<file path="src/rtl/mac_share_ctrl.sv">
// mac_share_ctrl
//   Round-robin controller that shares one three-sample multiply-add
//   datapath (data_out = a*b+c) between NREQ requesters.  A granted
//   requester's (a,b,c) triplet is streamed into the datapath on three
//   consecutive validi cycles.  The datapath result is checked against a
//   locally computed a*b+c and returned with an error flag.
//
// Ports
//   clk, rst              clock, synchronous active-high reset
//   req_valid/a/b/c       per-requester request and packed operands
//   req_ready             one-hot grant pulse
//   rsp_valid             one-hot response pulse
//   rsp_data, rsp_err     response payload, qualified by rsp_valid
//   busy                  high from the grant cycle through the response cycle
//   validi, data_in       sample stream to the datapath
//   valido, data_out      result from the datapath
module mac_share_ctrl #(
    parameter int NREQ = 2,
    parameter int DW   = 8,
    parameter int TMO  = 4
) (
    input  logic              clk,
    input  logic              rst,
    input  logic [NREQ-1:0]   req_valid,
    input  logic [NREQ*DW-1:0] req_a,
    input  logic [NREQ*DW-1:0] req_b,
    input  logic [NREQ*DW-1:0] req_c,
    output logic [NREQ-1:0]   req_ready,
    output logic [NREQ-1:0]   rsp_valid,
    output logic [DW-1:0]     rsp_data,
    output logic              rsp_err,
    output logic              busy,
    output logic              validi,
    output logic [DW-1:0]     data_in,
    input  logic              valido,
    input  logic [DW-1:0]     data_out
);

    localparam int IW = (NREQ > 1) ? $clog2(NREQ) : 1;
    localparam int CW = $clog2(TMO + 1);
    localparam int PW = 2 * DW;

    typedef enum logic [2:0] {IDLE, SEND_A, SEND_B, SEND_C, WAIT, RESP} state_t;

    state_t          state_q;
    logic [IW-1:0]   last_q;
    logic [IW-1:0]   idx_q;
    logic [DW-1:0]   a_q, b_q, c_q;
    logic [CW-1:0]   cnt_q;
    logic [NREQ-1:0] req_ready_q, rsp_valid_q;
    logic [DW-1:0]   rsp_data_q, data_in_q;
    logic            rsp_err_q, busy_q, validi_q;

    logic [IW-1:0]   arb_base;
    logic            gnt_found;
    logic [IW-1:0]   gnt_idx;
    int unsigned     pos;
    logic [DW-1:0]   sel_a, sel_b, sel_c;
    logic [PW-1:0]   full_res;
    logic [DW-1:0]   exp_res;

    // The state register always names the phase whose outputs are currently
    // visible.  A grant shows up while still in IDLE with req_ready_q set,
    // and the RESP cycle arbitrates so the next grant lands in the IDLE cycle
    // directly after it; RESP therefore starts its search after idx_q.
    always_comb begin
        arb_base  = (state_q == RESP) ? idx_q : last_q;
        gnt_found = 1'b0;
        gnt_idx   = '0;
        pos       = 0;
        for (int unsigned k = 0; k < NREQ; k++) begin
            pos = (32'(arb_base) + 32'd1 + k) % NREQ;
            if (!gnt_found && req_valid[IW'(pos)]) begin
                gnt_found = 1'b1;
                gnt_idx   = IW'(pos);
            end
        end
        sel_a = '0;
        sel_b = '0;
        sel_c = '0;
        for (int unsigned i = 0; i < NREQ; i++) begin
            if (IW'(i) == gnt_idx) begin
                sel_a = req_a[i*DW +: DW];
                sel_b = req_b[i*DW +: DW];
                sel_c = req_c[i*DW +: DW];
            end
        end
        full_res = PW'(a_q) * PW'(b_q) + PW'(c_q);
        exp_res  = full_res[DW-1:0];
    end

    always_ff @(posedge clk) begin
        if (rst) begin
            state_q     <= IDLE;
            last_q      <= IW'(NREQ - 1);
            idx_q       <= '0;
            a_q         <= '0;
            b_q         <= '0;
            c_q         <= '0;
            cnt_q       <= '0;
            req_ready_q <= '0;
            rsp_valid_q <= '0;
            rsp_data_q  <= '0;
            rsp_err_q   <= 1'b0;
            busy_q      <= 1'b0;
            validi_q    <= 1'b0;
            data_in_q   <= '0;
        end else begin
            req_ready_q <= '0;
            rsp_valid_q <= '0;
            case (state_q)
                IDLE: begin
                    if (req_ready_q != '0) begin
                        state_q   <= SEND_A;
                        validi_q  <= 1'b1;
                        data_in_q <= a_q;
                    end else if (gnt_found) begin
                        req_ready_q <= NREQ'(1) << gnt_idx;
                        idx_q       <= gnt_idx;
                        a_q         <= sel_a;
                        b_q         <= sel_b;
                        c_q         <= sel_c;
                        busy_q      <= 1'b1;
                    end
                end
                SEND_A: begin
                    state_q   <= SEND_B;
                    data_in_q <= b_q;
                end
                SEND_B: begin
                    state_q   <= SEND_C;
                    data_in_q <= c_q;
                end
                SEND_C: begin
                    state_q   <= WAIT;
                    validi_q  <= 1'b0;
                    data_in_q <= '0;
                    cnt_q     <= '0;
                end
                WAIT: begin
                    if (valido) begin
                        state_q     <= RESP;
                        rsp_valid_q <= NREQ'(1) << idx_q;
                        rsp_data_q  <= data_out;
                        rsp_err_q   <= (data_out != exp_res);
                    end else if (cnt_q == CW'(TMO - 1)) begin
                        state_q     <= RESP;
                        rsp_valid_q <= NREQ'(1) << idx_q;
                        rsp_data_q  <= '0;
                        rsp_err_q   <= 1'b1;
                    end else begin
                        cnt_q <= cnt_q + 1'b1;
                    end
                end
                RESP: begin
                    state_q    <= IDLE;
                    last_q     <= idx_q;
                    rsp_data_q <= '0;
                    rsp_err_q  <= 1'b0;
                    busy_q     <= 1'b0;
                    if (gnt_found) begin
                        req_ready_q <= NREQ'(1) << gnt_idx;
                        idx_q       <= gnt_idx;
                        a_q         <= sel_a;
                        b_q         <= sel_b;
                        c_q         <= sel_c;
                        busy_q      <= 1'b1;
                    end
                end
                default: state_q <= IDLE;
            endcase
        end
    end

    assign req_ready = req_ready_q;
    assign rsp_valid = rsp_valid_q;
    assign rsp_data  = rsp_data_q;
    assign rsp_err   = rsp_err_q;
    assign busy      = busy_q;
    assign validi    = validi_q;
    assign data_in   = data_in_q;

endmodule

</file>
<file path="config.mk">
export PLATFORM = sky130hd
export DESIGN_NAME = mac_share_ctrl
export DESIGN_NICKNAME = d
export VERILOG_FILES = /design/src/rtl/mac_share_ctrl.sv
export SDC_FILE = /design/constraint.sdc
export NUM_CORES = 1
export LEC_CHECK = 0
export ABC_AREA = 1
export CAP_MARGIN = 20
export CORE_MARGIN = 2
export CORE_UTILIZATION = 30
export CTS_CLUSTER_SIZE = 40
export DETAILED_ROUTE_END_ITERATION = 8
export HOLD_SLACK_MARGIN = 0.03
export MAX_ROUTING_LAYER = met4
export PLACE_DENSITY = 0.51
export SLEW_MARGIN = 10
export SYNTH_ARGS = -nofsm -noshare
export SYNTH_HDL_FRONTEND = slang
export SYNTH_SLANG_ARGS = --single-unit
</file>
<file path="constraint.sdc">
create_clock -name clk -period 3.9 [get_ports clk]
set_input_delay 0.78 -clock clk [delete_from_list [all_inputs] [get_ports clk]]
set_output_delay 0.78 -clock clk [all_outputs]
set_load 0.02 [all_outputs]
</file>
**After elaboration in Yosys (flattened, before gate mapping)**

Cells that the tools add are included.

- Bits in registers: 55
- Bits of input ports: 61
- Output and inout bits: 23

- Add/sub/neg operators: 4
- Multipliers: 1
- $lt $le $gt $ge: 2
- Equality and inequality tests: 13
- Shift-type cells: 2
- Multiplexer cells: 50
- Bitwise gates (word level): 1
- Reduce and logical (&&, ||, !) cells: 17

Operator list:

| kind | number |
|---|---|
| 8-bit 2-to-1 mux | 12 |
| 8-bit one-hot mux with 2 select lines | 4 |
| 8-bit one-hot mux with 4 select lines | 1 |
| 1-bit 2-to-1 mux | 17 |
| 3-bit 2-to-1 mux | 5 |
| 3-bit one-hot mux with 5 select lines | 1 |
| 2-bit inequality test, second input constant | 5 |
| 2-bit AND reduction | 5 |
| 2-bit nonzero test | 5 |
| 3-bit by 2-bit == test with 1-bit output, second input constant | 3 |
| 8-bit adder | 1 |
| 8-bit by 8-bit multiplier with 8-bit output | 1 |
| 2-bit 2-to-1 mux | 4 |
| 8-bit inequality test | 1 |
| 1-bit one-hot mux with 2 select lines | 4 |
| 3-bit == test, second input constant | 2 |
| 3-bit one-hot mux with 2 select lines | 1 |
| 3-bit AND reduction | 2 |
| 1-bit by 2-bit less-than comparator with 1-bit output, second input constant | 2 |
| 2-bit one-hot mux with 2 select lines | 1 |
| 4-bit nonzero test | 1 |
| 1-bit by 1-bit << shifter with 2-bit output, first input constant | 2 |
| 3-bit by 1-bit adder with 3-bit output, second input constant | 1 |
| 3-bit by 1-bit == test with 1-bit output, second input constant | 1 |
| 7 further kinds | 8 |

**Depth between registers and ports, before layout**

Gate-level depths: netlist of the first run.

- Depth in word-level cells: 13
- Mapped depth: 25
- Mapped depth without buffers: 24

**Worst setup path after synthesis of the first run**

No wires, ideal clock.

- Path type: reg-to-reg
- From: register b_q[1]
- To: register rsp_err_q (netlist: rsp_err)
- Arrival: 3.830 ns
- Slack: -0.062 ns
- Cell stages (with the launch flop): 22
- Path buffers: 1
- Cell sequence: dfxtp_1 -> clkbuf_1 -> nand2_1 -> fa_1 -> fa_1 -> inv_1 -> fa_1 -> inv_1 -> fa_1 -> inv_1 -> ha_1 -> a21oi_1 -> nand2_1 -> nand2_1 -> nand2_1 -> nand3b_1 -> nand2_1 -> inv_1 -> nand2_1 -> nand3_1 -> nand2_1 -> a21oi_1

- Longest elaborated chain between the ends: 5

RTL lines:

| item | line | text |
|---|---|---|
| from (decl) | 48 | `logic [DW-1:0] a_q, b_q, c_q;` |
| from (signal assigned) | 121 | `b_q <= sel_b;` |
| from (signal assigned) | 165 | `b_q <= sel_b;` |
| 8-bit by 8-bit multiplier with 8-bit output | 88 | `full_res = PW'(a_q) * PW'(b_q) + PW'(c_q);` |
| 8-bit adder | 88 |  |
| 8-bit inequality test | 145 | `rsp_err_q <= (data_out != exp_res);` |
| 1-bit 2-to-1 mux | 141 | `if (valido) begin` |
| 1-bit one-hot mux with 2 select lines | 111 | `case (state_q)` |
| to (signal assigned) | 145 |  |
| to (decl) | 52 | `logic rsp_err_q, busy_q, validi_q;` |

No other way between the ends.
A chain may end at the register's enable or synchronous reset.

**Final worst setup path of the first run**

Ends and elaborated chain as after synthesis.

==> impl_metrics.prom, run 1 <==
# TYPE chip_impl_metric gauge
chip_impl_metric{name="global_placement_routability_congestion",unit=""} 0.8845
chip_impl_metric{name="drt-total-wl",unit="um"} 10430
chip_impl_metric{name="dpl.cell_count",unit=""} 820
chip_impl_metric{name="htreeDepth",unit=""} 2
chip_impl_info{name="criticalPathCategory",value="reg2reg"} 1
chip_impl_metric{name="netlist_instances",unit=""} 561
chip_impl_metric{name="flop_and_latch_count_out_of_synthesis",unit=""} 55
chip_impl_info{name="tritoncts",value="built"} 1
chip_impl_metric{name="grt_start_max_net_pins",unit=""} 40
chip_impl_metric{name="antenna_violations_before_repair",unit=""} 0
chip_impl_info{name="post-synth-top-area-cell",value="sky130_fd_sc_hd__dfxtp_1"} 1
chip_impl_metric{name="worst_clock_skew",unit="ns"} 0.01217
chip_impl_metric{name="global_route.usage.total",unit="%"} 16.57
chip_impl_metric{name="highest_fanout_seen_on_the_critical_path",unit=""} 6
chip_impl_metric{name="timing_worst_slew_pin_value",unit="ns"} 1.003
chip_impl_metric{name="netlist-cell-type-count",unit=""} 30
chip_impl_metric{name="post_dr_vias_cell",unit=""} 4.518
chip_impl_metric{name="share_of_synthesized_registers_carrying_an_async_set_or_reset",unit="%"} 0
chip_impl_metric{name="die_y",unit="um"} 116.6
chip_impl_metric{name="drt.antenna.violating_nets",unit=""} 0
chip_impl_info{name="worst_setup_path_start_kind",value="flop"} 1
chip_impl_metric{name="via_count_of_the_first_global_routing_pass",unit=""} 3565
chip_impl_metric{name="syn2layout_area_growth",unit="%"} 37.03
chip_impl_metric{name="mappedNetlistNets",unit=""} 659
chip_impl_metric{name="r2r_setup_slack",unit="ns"} 0.08
chip_impl_metric{name="synth_enable_flop_cells",unit=""} 0
chip_impl_metric{name="final_hold_viol_count",unit=""} 0
chip_impl_metric{name="placedInstanceArea",unit="um^2"} 4951
chip_impl_metric{name="finalNetCount",unit=""} 753
chip_impl_info{name="yosys_most_used_dff",value="sky130_fd_sc_hd__dfxtp_1"} 1
chip_impl_metric{name="finalPower",unit="mW"} 3.613
chip_impl_info{name="rsz0062_at_grt",value="yes"} 1
chip_impl_metric{name="die_width",unit="um"} 116.6
chip_impl_metric{name="synthDominantCellAreaShare",unit="%"} 28.94
chip_impl_metric{name="post-route-util",unit="%"} 41.65
chip_impl_metric{name="static_power_due_to_leakage",unit="nW"} 2.505
chip_impl_metric{name="setup-violations-final",unit=""} 0
chip_impl_metric{name="cts_max_path_buffers",unit=""} 2
chip_impl_metric{name="initial_utilization",unit="%"} 30.40
chip_impl_metric{name="timing.slew.headroom",unit="%"} 32.91
chip_impl_metric{name="rows",unit=""} 41
chip_impl_metric{name="layout.cell_area.non_filler",unit="um^2"} 5214
chip_impl_metric{name="drt_pass1_iterations",unit=""} 4
chip_impl_metric{name="routedWlPerCell",unit="um"} 12.60
chip_impl_info{name="synth_top_cells_by_area",value="sky130_fd_sc_hd__dfxtp_1, sky130_fd_sc_hd__nand2_1, sky130_fd_sc_hd__inv_1, sky130_fd_sc_hd__fa_1, sky130_fd_sc_hd__nand3_1"} 1
chip_impl_metric{name="cts.sinks",unit=""} 55
chip_impl_metric{name="clock.fmax",unit="GHz"} 0.2620
chip_impl_metric{name="fin_cells",unit=""} 828
chip_impl_info{name="hold_class",value="reg2reg"} 1
chip_impl_metric{name="ir_drop",unit="mV"} 0.2762
chip_impl_metric{name="drt_drc_violations_left",unit=""} 0
chip_impl_metric{name="grt_overflow_total",unit=""} 0
chip_impl_metric{name="port_buffers",unit=""} 83
chip_impl_metric{name="timing.hold.worst_path_depth",unit=""} 2
chip_impl_metric{name="timing.final.max_slew_violations",unit=""} 0
chip_impl_metric{name="average_footprint_of_a_synthesized_cell",unit="um^2"} 6.782
chip_impl_metric{name="detailed_placer_s_ending_hpwl",unit="um"} 8390
chip_impl_info{name="critical_path.endpoint_type",value="flop"} 1
chip_impl_info{name="synth_common_cells",value="sky130_fd_sc_hd__nand2_1, sky130_fd_sc_hd__inv_1, sky130_fd_sc_hd__nand3_1"} 1
chip_impl_metric{name="synth.cell_area",unit="um^2"} 3805
chip_impl_info{name="ctsRootBufferMaster",value="sky130_fd_sc_hd__clkbuf_16"} 1
chip_impl_metric{name="min_period_over_period",unit="%"} 97.85
chip_impl_metric{name="ys_seq_area_share",unit="%"} 28.94
chip_impl_metric{name="floorplan.core_area",unit="um^2"} 12520
chip_impl_metric{name="power-per-cell-area",unit="nW/um^2"} 692.9
chip_impl_metric{name="worstRegToRegCells",unit=""} 20
chip_impl_metric{name="die_footprint",unit="um^2"} 13600
chip_impl_metric{name="max-cap-violations",unit=""} 0
chip_impl_metric{name="cp.arrival",unit="ns"} 4.01
chip_impl_metric{name="design.portCount",unit=""} 84
chip_impl_metric{name="worst_skew_pair_later_pin_latency",unit="ns"} 0.31
chip_impl_metric{name="wire_length_of_the_first_global_routing_pass",unit="um"} 17190
chip_impl_metric{name="layout_min_cycle_time",unit="ns"} 3.816
chip_impl_metric{name="detailroute.via_count",unit=""} 3741
chip_impl_metric{name="ys.warnings.count",unit=""} 0
chip_impl_metric{name="cts_inserted_buffers",unit=""} 5
chip_impl_metric{name="clk_pin_slew_worst_paths",unit="ns"} 0.08
chip_impl_info{name="yosys.cell_count.top_type",value="sky130_fd_sc_hd__nand2_1"} 1
chip_impl_metric{name="critPathRequiredTime",unit="ns"} 4.10
chip_impl_metric{name="drt_iter0_markers",unit=""} 179
chip_impl_info{name="run_status",value="completed"} 1
chip_impl_metric{name="final_layout_size_suffix_gt1_share",unit="%"} 12.80
chip_impl_metric{name="antennaDiodeCount",unit=""} 0
[logic make-up after synthesis]
kind of cell	Yosys count	share of synthesized area, %
XOR/XNOR	4	0.9209
adder cells (fa/ha/maj)	37	15.72
buffers and inverters	138	14.44
AND/OR/NAND/NOR	249	27.20
AO/OA/AOI/OAI	78	12.79
flip-flops	55	28.94
[state kept, by name, summed over array words and instances (netlist names)]
name       cells
a_q            8
b_q            8
c_q            8
data_in        8
rsp_data       8
cnt_q          3
state_q        3
req_ready      2
rsp_valid      2
busy           1
idx_q          1
last_q         1
rsp_err        1
validi         1
[stage by stage]
| stage | hold WS, ns | TNS (ns) | setup slack, ns |
|---|---|---|---|
| after floorplan | 0.4240 | 0 | 0.01943 |
| final | 0.4654 | 0 | 0.08387 |
| after global placement | 0.4378 | -0.05154 | -0.05154 |
| after global routing | 0.4827 | -0.1070 | -0.1070 |
| after CTS | 0.4651 | 0 | 0.003583 |
| after detailed placement | 0.4434 | -0.1146 | -0.1146 |
[final cells by class]
type | instances | area [um^2]
Multi-Input combinational cell | 368 | 2242
Sequential cell | 55 | 1126
Timing Repair Buffer | 112 | 1056
Tap cell | 172 | 215.2
Clock buffer | 5 | 125.1
Inverter | 113 | 424.2
Clock inverter | 3 | 25.02
Fill cell | 1356 | 7303
[final timing paths]
kind,start,to
setup / recovery,b_q[1],rsp_err
hold / removal,last_q,last_q
setup reg to reg,b_q[1],rsp_err
hold reg to reg,last_q,last_q
[critical path, cell delays in order, from the launching register on]
cell                       delay, ns
sky130_fd_sc_hd__dfxtp_4        0.39
sky130_fd_sc_hd__nand2_2        0.06
sky130_fd_sc_hd__fa_1           0.49
sky130_fd_sc_hd__fa_1           0.50
sky130_fd_sc_hd__inv_1          0.05
sky130_fd_sc_hd__fa_1           0.47
sky130_fd_sc_hd__inv_1          0.05
sky130_fd_sc_hd__fa_1           0.55
sky130_fd_sc_hd__inv_2          0.05
sky130_fd_sc_hd__ha_4           0.25
sky130_fd_sc_hd__a21oi_2        0.15
sky130_fd_sc_hd__nand2_1        0.07
sky130_fd_sc_hd__nand2_1        0.05
sky130_fd_sc_hd__nand2_1        0.05
sky130_fd_sc_hd__nand3b_1       0.15
sky130_fd_sc_hd__nand2_1        0.08
sky130_fd_sc_hd__inv_1          0.04
sky130_fd_sc_hd__nand2_1        0.06
sky130_fd_sc_hd__nand3_1        0.08
sky130_fd_sc_hd__nand2_1        0.07
sky130_fd_sc_hd__a21oi_2        0.05
[report_power, final]
part / switching (mW) / leakage [nW] / total [mW] / internal [mW]
sequential: 0.169 / 0.457 / 0.927 / 0.757
clock: 0.230 / 0.0708 / 0.473 / 0.244
combinational: 1.27 / 1.98 / 2.21 / 0.941
total: 1.67 / 2.50 / 3.61 / 1.94
[timing repair]
action	4_1_cts	5_1_grt
pin swaps	1	23
hold buffers	0	0
setup endpoints to repair	1	1
resized for setup	7	35
setup buffers	1	0
[placed cells by master, fill, tap and decap left out, types with 3 or more instances in the layout]
| master | instances |
|---|---|
| sky130_fd_sc_hd__nand2_1 | 158 |
| sky130_fd_sc_hd__inv_1 | 101 |
| sky130_fd_sc_hd__clkdlybuf4s50_1 | 83 |
| sky130_fd_sc_hd__nand3_1 | 56 |
| sky130_fd_sc_hd__dfxtp_1 | 43 |
| sky130_fd_sc_hd__o211ai_1 | 30 |
| sky130_fd_sc_hd__buf_4 | 27 |
| sky130_fd_sc_hd__a21oi_1 | 23 |
| sky130_fd_sc_hd__o21ai_0 | 18 |
| sky130_fd_sc_hd__nor2_1 | 17 |
| sky130_fd_sc_hd__fa_1 | 16 |
| sky130_fd_sc_hd__ha_1 | 14 |
| sky130_fd_sc_hd__inv_2 | 10 |
| sky130_fd_sc_hd__dfxtp_2 | 8 |
| sky130_fd_sc_hd__nand2_2 | 7 |
| sky130_fd_sc_hd__clkbuf_16 | 5 |
| sky130_fd_sc_hd__nor2_2 | 4 |
| sky130_fd_sc_hd__dfxtp_4 | 4 |
| sky130_fd_sc_hd__xor2_1 | 3 |
| sky130_fd_sc_hd__ha_4 | 3 |
[per-layer routing]
metal  routed length (um)  GRT usage (%)  vias to the layer above
li1                     -              -                     1946
met1                 5185          22.11                     1718
met2                 4840          26.78                       72
met3                  318          2.180                        5
met4                   85          4.000                        0
met5                    0              -                        -
(Power assumes the default switching activity.)
==> inputs of run 2 (changes only) <==
--- a/config.mk
+++ b/config.mk
@@ -5,15 +5,16 @@
 export SDC_FILE = /design/constraint.sdc
 export NUM_CORES = 1
 export LEC_CHECK = 0
-export ABC_AREA = 1
 export CAP_MARGIN = 20
+export CELL_PAD_IN_SITES_DETAIL_PLACEMENT = 0
+export CELL_PAD_IN_SITES_GLOBAL_PLACEMENT = 2
 export CORE_MARGIN = 2
-export CORE_UTILIZATION = 30
+export CORE_UTILIZATION = 27
 export CTS_CLUSTER_SIZE = 40
 export DETAILED_ROUTE_END_ITERATION = 8
 export HOLD_SLACK_MARGIN = 0.03
 export MAX_ROUTING_LAYER = met4
-export PLACE_DENSITY = 0.51
+export PLACE_DENSITY = 0.73
 export SLEW_MARGIN = 10
 export SYNTH_ARGS = -nofsm -noshare
 export SYNTH_HDL_FRONTEND = slang
==> impl_metrics.prom, run 2 <==
# TYPE chip_impl_metric gauge
chip_impl_info{name="run_status",value="completed"} 1
chip_impl_metric{name="mappedNetlistNets",unit=""} 506
chip_impl_metric{name="drt_iter0_markers",unit=""} 142
chip_impl_metric{name="detailroute.via_count",unit=""} 3014
chip_impl_metric{name="min_period_over_period",unit="%"} 99.67
chip_impl_metric{name="final_layout_size_suffix_gt1_share",unit="%"} 13.00
chip_impl_info{name="main_combinational_cell_family_by_area_after_synthesis",value="adder cells"} 1
chip_impl_metric{name="synth.cell_area",unit="um^2"} 3643
chip_impl_metric{name="antenna_violations_before_repair",unit=""} 0
chip_impl_info{name="timing.critical_path.cells",value="and2_4, fa_1, inv_1, fa_1, inv_1, ha_1, inv_2, fa_1, inv_2, fa_2, a21o_1, a21oi_2, xnor2_2, xnor2_1, or3_1, a31oi_1"} 1
chip_impl_metric{name="rows",unit=""} 42
chip_impl_metric{name="average_footprint_of_a_synthesized_cell",unit="um^2"} 8.930
chip_impl_metric{name="drt.antenna.violating_nets",unit=""} 0
chip_impl_info{name="most-common-layout-cells",value="sky130_fd_sc_hd__clkdlybuf4s50_1, sky130_fd_sc_hd__dfxtp_1, sky130_fd_sc_hd__nor2_1"} 1
chip_impl_metric{name="grt_overflow_total",unit=""} 0
chip_impl_metric{name="global_route.usage.total",unit="%"} 14.39
chip_impl_metric{name="synthSimpleGateAreaFrac",unit="%"} 15.56
chip_impl_metric{name="die_y",unit="um"} 120.2
chip_impl_metric{name="die_footprint",unit="um^2"} 14440
chip_impl_metric{name="setup-violations-final",unit=""} 0
chip_impl_metric{name="static_power_due_to_leakage",unit="nW"} 2.060
chip_impl_info{name="post-synth-top-area-cell",value="sky130_fd_sc_hd__dfxtp_1"} 1
chip_impl_metric{name="routedWlPerCell",unit="um"} 14.34
chip_impl_metric{name="dr_wl_met3",unit="um"} 317
chip_impl_info{name="timing.critical_path.max_delay_family",value="adder cells"} 1
chip_impl_info{name="synth_top_cells_by_area",value="sky130_fd_sc_hd__dfxtp_1, sky130_fd_sc_hd__fa_1, sky130_fd_sc_hd__mux2i_1, sky130_fd_sc_hd__ha_1, sky130_fd_sc_hd__xnor2_1"} 1
chip_impl_metric{name="antennaDiodeCount",unit=""} 0
chip_impl_metric{name="placement.setup.worst_slack",unit="ns"} -0.1246
chip_impl_info{name="yosys_most_used_dff",value="sky130_fd_sc_hd__dfxtp_1"} 1
chip_impl_info{name="critical-path-slowest-cell",value="sky130_fd_sc_hd__fa_1"} 1
chip_impl_metric{name="timing.final.max_slew_violations",unit=""} 0
chip_impl_metric{name="clock_power_share",unit="%"} 14.4
chip_impl_info{name="top_layer_in_use",value="met4"} 1
chip_impl_metric{name="via_count_of_the_first_global_routing_pass",unit=""} 3102
chip_impl_metric{name="crit_buf_inv",unit=""} 4
chip_impl_metric{name="die_width",unit="um"} 120.2
chip_impl_metric{name="synth_enable_flop_cells",unit=""} 0
chip_impl_metric{name="ys.warnings.count",unit=""} 0
chip_impl_info{name="hold_class",value="reg2reg"} 1
chip_impl_metric{name="port_buffers",unit=""} 83
chip_impl_info{name="cp_common_cell",value="sky130_fd_sc_hd__fa_1"} 1
chip_impl_info{name="critical_path.endpoint_type",value="flop"} 1
chip_impl_metric{name="area_share_of_xor_xnor_cells_in_the_synthesized_design",unit="%"} 6.250
chip_impl_info{name="criticalPathCategory",value="reg2reg"} 1
chip_impl_metric{name="synthDominantCellAreaShare",unit="%"} 30.22
chip_impl_metric{name="post_dr_vias_cell",unit=""} 4.459
chip_impl_metric{name="dpl.cell_count",unit=""} 664
chip_impl_metric{name="multi_input_area",unit="um^2"} 2290
chip_impl_metric{name="wire_length_of_the_first_global_routing_pass",unit="um"} 15950
chip_impl_metric{name="flop_and_latch_count_out_of_synthesis",unit=""} 55
chip_impl_info{name="rsz0062_at_grt",value="yes"} 1
chip_impl_metric{name="design.portCount",unit=""} 84
chip_impl_metric{name="layout_min_cycle_time",unit="ns"} 3.887
chip_impl_metric{name="syn2layout_area_growth",unit="%"} 37.09
chip_impl_metric{name="finalNetCount",unit=""} 597
chip_impl_metric{name="finalPower",unit="mW"} 3.986
chip_impl_metric{name="detailed_placer_s_ending_hpwl",unit="um"} 7669
chip_impl_metric{name="ys_seq_area_share",unit="%"} 30.22
chip_impl_metric{name="synth_compound_gate_area_share",unit="%"} 16.04
chip_impl_metric{name="worst_clock_skew",unit="ns"} 0.006135
chip_impl_metric{name="netlist-cell-type-count",unit=""} 45
chip_impl_info{name="synth_common_cells",value="sky130_fd_sc_hd__dfxtp_1, sky130_fd_sc_hd__nor2_1, sky130_fd_sc_hd__inv_1"} 1
chip_impl_metric{name="post_synth_fa_ha_maj_area_fraction",unit="%"} 16.41
chip_impl_metric{name="floorplan.core_area",unit="um^2"} 13190
chip_impl_metric{name="ir_drop",unit="mV"} 0.2675
chip_impl_info{name="tritoncts",value="built"} 1
chip_impl_metric{name="nFillCells",unit=""} 1361
chip_impl_metric{name="drt_drc_violations_left",unit=""} 0
chip_impl_metric{name="htreeDepth",unit=""} 2
chip_impl_metric{name="regArea",unit="um^2"} 1117
chip_impl_metric{name="critPathRequiredTime",unit="ns"} 4.12
chip_impl_metric{name="drt_pass1_iterations",unit=""} 4
chip_impl_metric{name="share_of_synthesized_registers_carrying_an_async_set_or_reset",unit="%"} 0
chip_impl_metric{name="wl_met2",unit="um"} 4456
chip_impl_metric{name="drt-total-wl",unit="um"} 9692
chip_impl_metric{name="cts_max_path_buffers",unit=""} 2
chip_impl_metric{name="netlist_instances",unit=""} 408
chip_impl_metric{name="final_hold_viol_count",unit=""} 0
chip_impl_metric{name="wl_met1",unit="um"} 4807
chip_impl_info{name="worst_setup_path_start_kind",value="flop"} 1
chip_impl_metric{name="critPathMaxStageDelay",unit="ns"} 0.49
chip_impl_metric{name="clock.fmax",unit="GHz"} 0.2573
chip_impl_metric{name="post-route-util",unit="%"} 37.87
chip_impl_metric{name="cts.sinks",unit=""} 55
chip_impl_info{name="final_common_cell",value="sky130_fd_sc_hd__clkdlybuf4s50_1"} 1
chip_impl_metric{name="final.hold.worst_slack",unit="ns"} 0.4765
chip_impl_metric{name="timing_worst_slew_pin_value",unit="ns"} 0.9895
chip_impl_metric{name="sequentialPowerShare",unit="%"} 25.5
chip_impl_metric{name="fin_cells",unit=""} 676
chip_impl_metric{name="clk_pin_slew_worst_paths",unit="ns"} 0.07
chip_impl_metric{name="combinationalPowerShare",unit="%"} 60.1
chip_impl_metric{name="cp.arrival",unit="ns"} 4.10
chip_impl_info{name="ctsRootBufferMaster",value="sky130_fd_sc_hd__clkbuf_16"} 1
chip_impl_metric{name="timing.slew.headroom",unit="%"} 34.03
chip_impl_metric{name="cts_inserted_buffers",unit=""} 5
chip_impl_metric{name="setup_slack",unit="ns"} 0.01275
chip_impl_metric{name="post_synth_mux_area_share",unit="%"} 6.868
chip_impl_metric{name="grt_start_max_net_pins",unit=""} 54
chip_impl_metric{name="max-cap-violations",unit=""} 0
chip_impl_metric{name="worst_skew_pair_later_pin_latency",unit="ns"} 0.29
chip_impl_metric{name="power-per-cell-area",unit="nW/um^2"} 798.0
chip_impl_info{name="yosys.cell_count.top_type",value="sky130_fd_sc_hd__dfxtp_1"} 1
chip_impl_metric{name="initial_utilization",unit="%"} 27.62
chip_impl_metric{name="power.switching_fraction",unit="%"} 42.26
chip_impl_metric{name="global_placement_routability_congestion",unit=""} 0.8494
chip_impl_metric{name="p_int",unit="mW"} 2.301
chip_impl_metric{name="total_switching_power",unit="mW"} 1.685
chip_impl_metric{name="highest_fanout_seen_on_the_critical_path",unit=""} 6
[run 2: logic make-up after synthesis]
logic type               count (synthesis)
AND/OR/NAND/NOR                        118
AO/OA/AOI/OAI                           83
buffers and inverters                   64
flip-flops                              55
adder cells (fa/ha/maj)                 37
XOR/XNOR                                26
multiplexers                            25
[run 2: cell type report]
cell class	count	area share, %
Inverter	37	2.781
Tap cell	176	4.409
Multi-Input combinational cell	289	45.84
Clock buffer	5	2.505
Timing Repair Buffer	111	20.74
Sequential cell	55	22.37
Clock inverter	3	1.353
[run 2: worst paths after layout]
kind / from / endpoint / slack, ns / cells after the start
max reg2reg: b_q[0] / rsp_err / 0.01 / 16
max: b_q[0] / rsp_err / 0.01 / 16
min: data_in[0] / data_in[0] / 0.48 / 2
min reg2reg: data_in[0] / data_in[0] / 0.48 / 2
[run 2: worst register-to-register path: stages (launching register included)]
cell and delay, ns:
sky130_fd_sc_hd__dfxtp_4 0.36, sky130_fd_sc_hd__and2_4 0.14, sky130_fd_sc_hd__fa_1 0.49, sky130_fd_sc_hd__inv_1 0.05, sky130_fd_sc_hd__fa_1 0.47, sky130_fd_sc_hd__inv_1 0.05, sky130_fd_sc_hd__ha_1 0.28, sky130_fd_sc_hd__inv_2 0.04
sky130_fd_sc_hd__fa_1 0.48, sky130_fd_sc_hd__inv_2 0.05, sky130_fd_sc_hd__fa_2 0.37, sky130_fd_sc_hd__a21o_1 0.18, sky130_fd_sc_hd__a21oi_2 0.16, sky130_fd_sc_hd__xnor2_2 0.13, sky130_fd_sc_hd__xnor2_1 0.10, sky130_fd_sc_hd__or3_1 0.32
sky130_fd_sc_hd__a31oi_1 0.15
[run 2: metrics by stage]
stage / TNS (ns) / area, um^2
after floorplan: 0 / 3651
after global placement: -0.04586 / 4713
after detailed placement: -0.1246 / 4713
after CTS: 0 / 4984
after global routing: -0.1950 / 4995
final: 0 / 4995
[run 2: power by group through the flow]
| stage | sequential [mW] | clock, mW | combinational (mW) |
|---|---|---|---|
| after floorplan | 0.963 | 0 | 1.56 |
| after global placement | 1.02 | 0 | 2.24 |
| after detailed placement | 1.02 | 0 | 2.25 |
| after CTS | 1.02 | 0.590 | 2.42 |
| after global routing | 1.05 | 0.608 | 2.73 |
| final | 1.02 | 0.574 | 2.39 |
[run 2: what timing repair did]
action / 4_1_cts / 5_1_grt
gates resized for setup: 17 / 4
endpoints found under the setup margin: 1 / 1
endpoints found under the hold margin: 0 / 0
buffers inserted: 4 / 0
pin swaps: 13 / 3
hold buffers: 0 / 0
[run 2: layer usage]
| metal | track usage (%) | vias up |
|---|---|---|
| met4 | 3.162 | 0 |
| met1 | 19.31 | 1388 |
| li1 | - | 1566 |
| met3 | 2.234 | 8 |
| met5 | - | - |
| met2 | 22.98 | 52 |
